<file path="config.mk">
export PLATFORM = sky130hd
export DESIGN_NAME = weight_update_unit
export DESIGN_NICKNAME = d
export VERILOG_FILES = /design/src/rtl/weight_update_unit.sv
export SDC_FILE = /design/constraint.sdc
export NUM_CORES = 1
export LEC_CHECK = 0
export CAP_MARGIN = 40
export CORE_ASPECT_RATIO = 0.8
export CORE_MARGIN = 5
export CORE_UTILIZATION = 29
export CTS_BUF_LIST = sky130_fd_sc_hd__clkbuf_4 sky130_fd_sc_hd__clkbuf_8
export DETAILED_ROUTE_END_ITERATION = 10
export PLACE_DENSITY_LB_ADDON = 0.08
export SLEW_MARGIN = 10
export SYNTH_ARGS = -nofsm -noshare
export SYNTH_HDL_FRONTEND = slang
export SYNTH_SLANG_ARGS = --single-unit
</file>
<file path="constraint.sdc">
create_clock -name clk -period 8.33 [get_ports clk]
set_clock_uncertainty 0.2 [all_clocks]
set_input_delay 1.2495 -clock clk [delete_from_list [all_inputs] [get_ports clk]]
set_output_delay 1.2495 -clock clk [all_outputs]
set_load 0.05 [all_outputs]
</file>
<file path="src/rtl/weight_update_unit.sv">
// Weight store with per-weight gradient accumulators. Accepts gradient rows in IDLE and
// accumulates them. On batch_end it sweeps every row once to apply w -= acc >>> LR_SHIFT.
module weight_update_unit #(
  parameter int DATA_SIZE      = 8,
  parameter int FRAC_BITS      = 4,
  parameter int SIZE           = 3,
  parameter int MAX_LAYER_SIZE = 4,
  parameter int LR_SHIFT       = 2
) (
  input  logic                              clk,
  input  logic                              reset,
  input  logic                              grad_valid,
  output logic                              grad_ready,
  input  logic [$clog2(MAX_LAYER_SIZE)-1:0] grad_layer,
  input  logic [$clog2(SIZE)-1:0]           grad_row,
  input  logic [DATA_SIZE*SIZE-1:0]         grad_stream,
  input  logic                              batch_end,
  input  logic                              wr_en,
  input  logic [$clog2(MAX_LAYER_SIZE)-1:0] wr_layer,
  input  logic [$clog2(SIZE)-1:0]           wr_row,
  input  logic [DATA_SIZE*SIZE-1:0]         wr_data,
  input  logic [$clog2(MAX_LAYER_SIZE)-1:0] rd_layer,
  input  logic [$clog2(SIZE)-1:0]           rd_row,
  output logic [DATA_SIZE*SIZE-1:0]         rd_data,
  output logic                              busy,
  output logic                              done,
  output logic                              sat_seen
);

  localparam int LW = $clog2(MAX_LAYER_SIZE);
  localparam int RW = $clog2(SIZE);
  localparam logic [LW-1:0] LAST_LAYER = LW'(MAX_LAYER_SIZE - 1);
  localparam logic [RW-1:0] LAST_ROW   = RW'(SIZE - 1);

  if (FRAC_BITS < 0 || FRAC_BITS >= DATA_SIZE) begin : g_bad_frac_bits
    $error("FRAC_BITS must lie in [0, DATA_SIZE)");
  end

  typedef enum logic [1:0] {
    S_IDLE  = 2'd0,
    S_APPLY = 2'd1,
    S_DONE  = 2'd2
  } state_t;

  typedef logic signed [DATA_SIZE-1:0] elem_t;
  typedef logic signed [DATA_SIZE:0]   wide_t;

  state_t        r_state;
  state_t        w_state_next;
  elem_t         r_w   [MAX_LAYER_SIZE][SIZE][SIZE];
  elem_t         r_acc [MAX_LAYER_SIZE][SIZE][SIZE];
  logic [LW-1:0] r_sw_layer;
  logic [RW-1:0] r_sw_row;
  logic          r_sat_seen;

  logic          w_grad_ok;
  logic          w_wr_ok;
  logic          w_rd_ok;
  logic [LW-1:0] w_gl;
  logic [RW-1:0] w_gr;
  logic [LW-1:0] w_wl;
  logic [RW-1:0] w_wr;
  logic [LW-1:0] w_rl;
  logic [RW-1:0] w_rr;
  logic          w_accept;
  logic          w_sweep_last;
  elem_t         w_grad     [SIZE];
  elem_t         w_wr_elem  [SIZE];
  wide_t         w_acc_wide [SIZE];
  elem_t         w_step     [SIZE];
  wide_t         w_upd_wide [SIZE];
  logic          w_acc_ovf;
  logic          w_upd_ovf;
  logic          w_sat_event;

  // A wide sum overflowed DATA_SIZE when its top two bits disagree.
  function automatic logic ovf(input wide_t s);
    return s[DATA_SIZE] ^ s[DATA_SIZE-1];
  endfunction

  function automatic elem_t sat_clip(input wide_t s);
    if (ovf(s)) begin
      return s[DATA_SIZE] ? {1'b1, {(DATA_SIZE-1){1'b0}}} : {1'b0, {(DATA_SIZE-1){1'b1}}};
    end
    return s[DATA_SIZE-1:0];
  endfunction

  function automatic logic in_range(input int layer, input int row);
    return (layer < MAX_LAYER_SIZE) && (row < SIZE);
  endfunction

  // Out-of-range addresses are flagged and steered to row 0 so array reads stay in bounds.
  always_comb begin
    w_grad_ok = in_range(int'(grad_layer), int'(grad_row));
    w_wr_ok   = in_range(int'(wr_layer), int'(wr_row));
    w_rd_ok   = in_range(int'(rd_layer), int'(rd_row));
    w_gl      = w_grad_ok ? grad_layer : '0;
    w_gr      = w_grad_ok ? grad_row   : '0;
    w_wl      = w_wr_ok   ? wr_layer   : '0;
    w_wr      = w_wr_ok   ? wr_row     : '0;
    w_rl      = w_rd_ok   ? rd_layer   : '0;
    w_rr      = w_rd_ok   ? rd_row     : '0;
  end

  always_comb begin
    w_accept     = grad_valid && (r_state == S_IDLE);
    w_sweep_last = (r_sw_layer == LAST_LAYER) && (r_sw_row == LAST_ROW);
    w_acc_ovf    = 1'b0;
    w_upd_ovf    = 1'b0;
    for (int i = 0; i < SIZE; i++) begin
      w_grad[i]     = elem_t'(grad_stream[(SIZE-i)*DATA_SIZE-1 -: DATA_SIZE]);
      w_wr_elem[i]  = elem_t'(wr_data[(SIZE-i)*DATA_SIZE-1 -: DATA_SIZE]);
      w_acc_wide[i] = wide_t'(r_acc[w_gl][w_gr][i]) + wide_t'(w_grad[i]);
      w_step[i]     = r_acc[r_sw_layer][r_sw_row][i] >>> LR_SHIFT;
      w_upd_wide[i] = wide_t'(r_w[r_sw_layer][r_sw_row][i]) - wide_t'(w_step[i]);
      w_acc_ovf     = w_acc_ovf | ovf(w_acc_wide[i]);
      w_upd_ovf     = w_upd_ovf | ovf(w_upd_wide[i]);
    end
    w_sat_event = (w_accept && w_grad_ok && w_acc_ovf) ||
                  ((r_state == S_APPLY) && w_upd_ovf);
  end

  // NOTE: sequential state uses <= so every flop samples pre-edge values; = here would
  // make results depend on statement order.
  always_ff @(posedge clk) begin
    if (reset) r_state <= S_IDLE;
    else       r_state <= w_state_next;
  end

  always_comb begin
    w_state_next = r_state;
    case (r_state)
      S_IDLE:  if (batch_end) w_state_next = S_APPLY;
      S_APPLY: if (w_sweep_last) w_state_next = S_DONE;
      S_DONE:  w_state_next = S_IDLE;
      default: w_state_next = S_IDLE;
    endcase
  end

  always_comb begin
    grad_ready = (r_state == S_IDLE);
    busy       = (r_state == S_APPLY) || (r_state == S_DONE);
    done       = (r_state == S_DONE);
    sat_seen   = r_sat_seen;
  end

  // NOTE: the stores are flop arrays, not RAM, because reset must zero every weight and
  // accumulator in one cycle; that forbids inferring a memory macro here.
  always_ff @(posedge clk) begin
    if (reset) begin
      r_sw_layer <= '0;
      r_sw_row   <= '0;
      r_sat_seen <= 1'b0;
      for (int l = 0; l < MAX_LAYER_SIZE; l++) begin
        for (int r = 0; r < SIZE; r++) begin
          for (int i = 0; i < SIZE; i++) begin
            r_w[l][r][i]   <= '0;
            r_acc[l][r][i] <= '0;
          end
        end
      end
    end else begin
      if (w_sat_event) r_sat_seen <= 1'b1;
      case (r_state)
        S_IDLE: begin
          if (wr_en && w_wr_ok) begin
            for (int i = 0; i < SIZE; i++) r_w[w_wl][w_wr][i] <= w_wr_elem[i];
          end
          if (w_accept && w_grad_ok) begin
            for (int i = 0; i < SIZE; i++) r_acc[w_gl][w_gr][i] <= sat_clip(w_acc_wide[i]);
          end
          if (batch_end) begin
            r_sw_layer <= '0;
            r_sw_row   <= '0;
          end
        end
        S_APPLY: begin
          for (int i = 0; i < SIZE; i++) begin
            r_w[r_sw_layer][r_sw_row][i]   <= sat_clip(w_upd_wide[i]);
            r_acc[r_sw_layer][r_sw_row][i] <= '0;
          end
          if (r_sw_row == LAST_ROW) begin
            r_sw_row   <= '0;
            r_sw_layer <= r_sw_layer + LW'(1);
          end else begin
            r_sw_row <= r_sw_row + RW'(1);
          end
        end
        default: ;
      endcase
    end
  end

  always_comb begin
    rd_data = '0;
    if (w_rd_ok) begin
      for (int i = 0; i < SIZE; i++) begin
        rd_data[(SIZE-i)*DATA_SIZE-1 -: DATA_SIZE] = r_w[w_rl][w_rr][i];
      end
    end
  end

endmodule

</file>
==> flow_summary.ini <==
[outcome]
outcome = completed

[synthesis]
synth_fa_ha_area_frac = 0.02986
synth_compound_area_frac = 0.08761
avgSynthCellArea_um2 = 11.64
synth-seq-cells = 585
synth_area_mm2 = 0.03378
synth_edf_count = 576
syn_nets = 3034
yosys-top-cells-area = edfxtp_1 51%, mux4_2 12%, nor2_1 6.9%
syn_inst = 2901
synth_top_family_by_area = multiplexers
synthMuxAreaShare = 0.1955
synthArstFlopShare = 0
synthSimpleGateAreaFrac = 0.1345
synth_area_leader_cell = edfxtp_1
synth_flop_cell = edfxtp_1
yosysSeqAreaShare = 0.5174
synth_cell_types = 84
synth_warnings = 0
synth-xor-area-share = 0.005186
synth_top_area_frac = 0.5121

[placement]
gp_congestion = 0.8660
portBuffers = 92
post-dp-hpwl_mm = 92.27
place_inst = 4445

[detailed_routing]
dr_total_vias = 25550
drt_iter0_markers = 2536
viasPerCell = 5.507
drc = 0
drtAntennaViolNets = 0
dr.pass1.iters = 6
wire_per_inst_um = 29.75
wirelength_mm = 138.0

[floorplan]
boundaryPins = 93
die_area_mm2 = 0.1234
core_mm2 = 0.1162
die_h_um = 315.2
fp-row-count = 112
initial_core_util = 0.2907
dieWidth_um = 391.6

[clock_network]
cts_setup_buffers = 0
cts_buffers = 107
clkSinkCount = 585
cts_root_buf = clkbuf_8
insertion_delay_ns = 0.76
cts_buffer_depth = 3
cts_resized = 0
cts_tree = yes
htreeDepth = 3
clk_pin_slew_ns = 0.06
hold_buffers = 0

[worst_setup_path]
path_class = in -> reg
worst_ep_required_time_ns = 8.72
end_kind = flip-flop
cp.arrival_ns = 7.31
cp-start-kind = input port
cp_max_fo = 39

[cells_and_area]
drive_gt1_frac = 0.1750
syn2layout_area_growth_pct = 15.57
layoutNonFillerInstCount = 4639
layout.nets = 3150
fill_cells = 11470

[power]
power_w = 0.008131
power.density_mw_per_mm2 = 208.3
leakagePower_nw = 14.18
irDropWorstVdd_mv = 0.1087

[min_path]
hold_class = reg -> reg

[job]
max_cap_viol_count = 0

[sta]
timing.slew.headroom = 0.3252
tns_ns = 0
fin_crit_ns = 6.917
post-route-period-util = 0.8303
slew_violations = 0
rsz0062_at_grt = false
worst_slew_pin_slew_ns = 1.012
hold_viol = 0
setup_viol = 0
maxClockFrequency_mhz = 144.6

[grt]
grt_pass1_vias = 25930
grt_max_degree = 69
antenna_found_initial = 5
grt.total_usage = 0.2211
grt.overflow.total = 0
grt_first_pass_wirelength_mm = 195.2
-- critical path, cell delays in order --
cell             delay (ns)
clkdlybuf4s50_1        0.46
ha_1                   0.33
nor2b_4                0.39
buf_12                 0.31
buf_4                  0.53
mux2i_1                0.19
mux4_2                 0.49
o22ai_1                0.18
ha_1                   0.23
inv_1                  0.07
fa_1                   0.42
nand2b_1               0.20
a211oi_1               0.22
o31a_1                 0.54
nor3_2                 0.24
o31ai_1                0.53
nand2_1                0.39
nor2_1                 0.19
-- cell usage in the layout (no fill, tap or decap), types with 27 or more instances in the layout --
cell / instances
clkinv_1: 27
o21ai_0: 103
buf_4: 98
o21ai_1: 29
mux2_2: 37
nand2b_1: 48
clkdlybuf4s50_1: 88
nor2_1: 623
ha_1: 62
nand3_1: 36
edfxtp_1: 576
mux2i_1: 213
nand2_1: 232
nor3_1: 33
clkbuf_4: 42
a21oi_1: 119
o22ai_1: 42
mux4_2: 180
clkbuf_8: 109
inv_1: 40
-- report_power, final --
part,switching [W],leakage (nW),internal (W)
Combinational,0.00131,7.06,0.000612
Clock,0.00127,1.09,0.00148
Sequential,0.0000748,6.03,0.00338
Total,0.00266,14.2,0.00547
-- registers in the layout, indices dropped and copies added (netlist names), named ones only --
name,flops
r_state,2
r_sw_row,2
r_sw_layer,2
r_acc,288
r_w,288
sat_seen,1
-- metal layers --
layer | share of wire | global-route usage | vias to the layer above
met1 | 0.46 | 0.3218 | 13210
met4 | 0.022 | 0.04898 | 0
li1 | - | - | 11100
met5 | 0 | 0 | -
met2 | 0.44 | 0.3408 | 1039
met3 | 0.072 | 0.04497 | 194
-- path summary, 6_finish.rpt --
check             slack, ns        start           end  depth (start not counted)
setup / recovery       1.41  grad_row[0]  r_acc[1][44]                         18
hold / removal         0.34   r_state[0]    r_state[0]                          2
setup reg to reg       1.80    flip-flop    r_w[1][54]                         19
hold reg to reg        0.34   r_state[0]    r_state[0]                          2
-- final cells by class --
type                            instances  area (µm²)  share of cell area
Antenna cell                            3       7.507           0.0001923
Clock buffer                          151        1815             0.04651
Clock inverter                         38       236.5            0.006058
Inverter                               41       153.9            0.003943
Multi-Input combinational cell       2065       15330              0.3928
Sequential cell                       585       17490              0.4480
Tap cell                             1539        1926             0.04933
Timing Repair Buffer                  217        2074             0.05314
-- cells by family after synthesis --
family | Yosys count
muxes | 430
and+or+nand+nor | 1072
xor gates and xnor gates | 20
AOI/OAI and AO/OA | 464
DFF | 585
adders and majority gates | 79
buffers and inverters | 251
-- cells in the mapped netlist, types with 11 or more instances --
cell type	n
clkbuf_1	117
a22oi_1	15
o21ai_1	28
nor2b_1	28
inv_1	40
xnor2_1	13
mux2_2	37
mux4_2	180
and2_1	15
o211ai_1	17
a211oi_1	22
a21o_1	21
nand2_1	235
ha_1	62
nor2_1	623
nand2b_1	48
a21oi_1	120
nor3b_1	16
a311oi_1	11
nor3_1	33
mux2i_1	213
a221o_1	16
o21ai_0	104
edfxtp_1	576
nand3_1	36
buf_1	39
o22ai_1	42
buf_2	54
-- stage by stage --
step                area (µm²)  utilization  worst slack (ns)  hold WS [ns]
finish                   39030       0.3360             1.413        0.3366
CTS                      39010       0.3358             1.452        0.3364
floorplan                33780            -             2.228        0.2965
global route             39030       0.3360             1.085        0.3756
global placement         36560       0.3147            0.7091        0.3183
detailed placement       36960       0.3181            0.6376        0.3236
No activity file was read; power rests on OpenSTA's default activity.
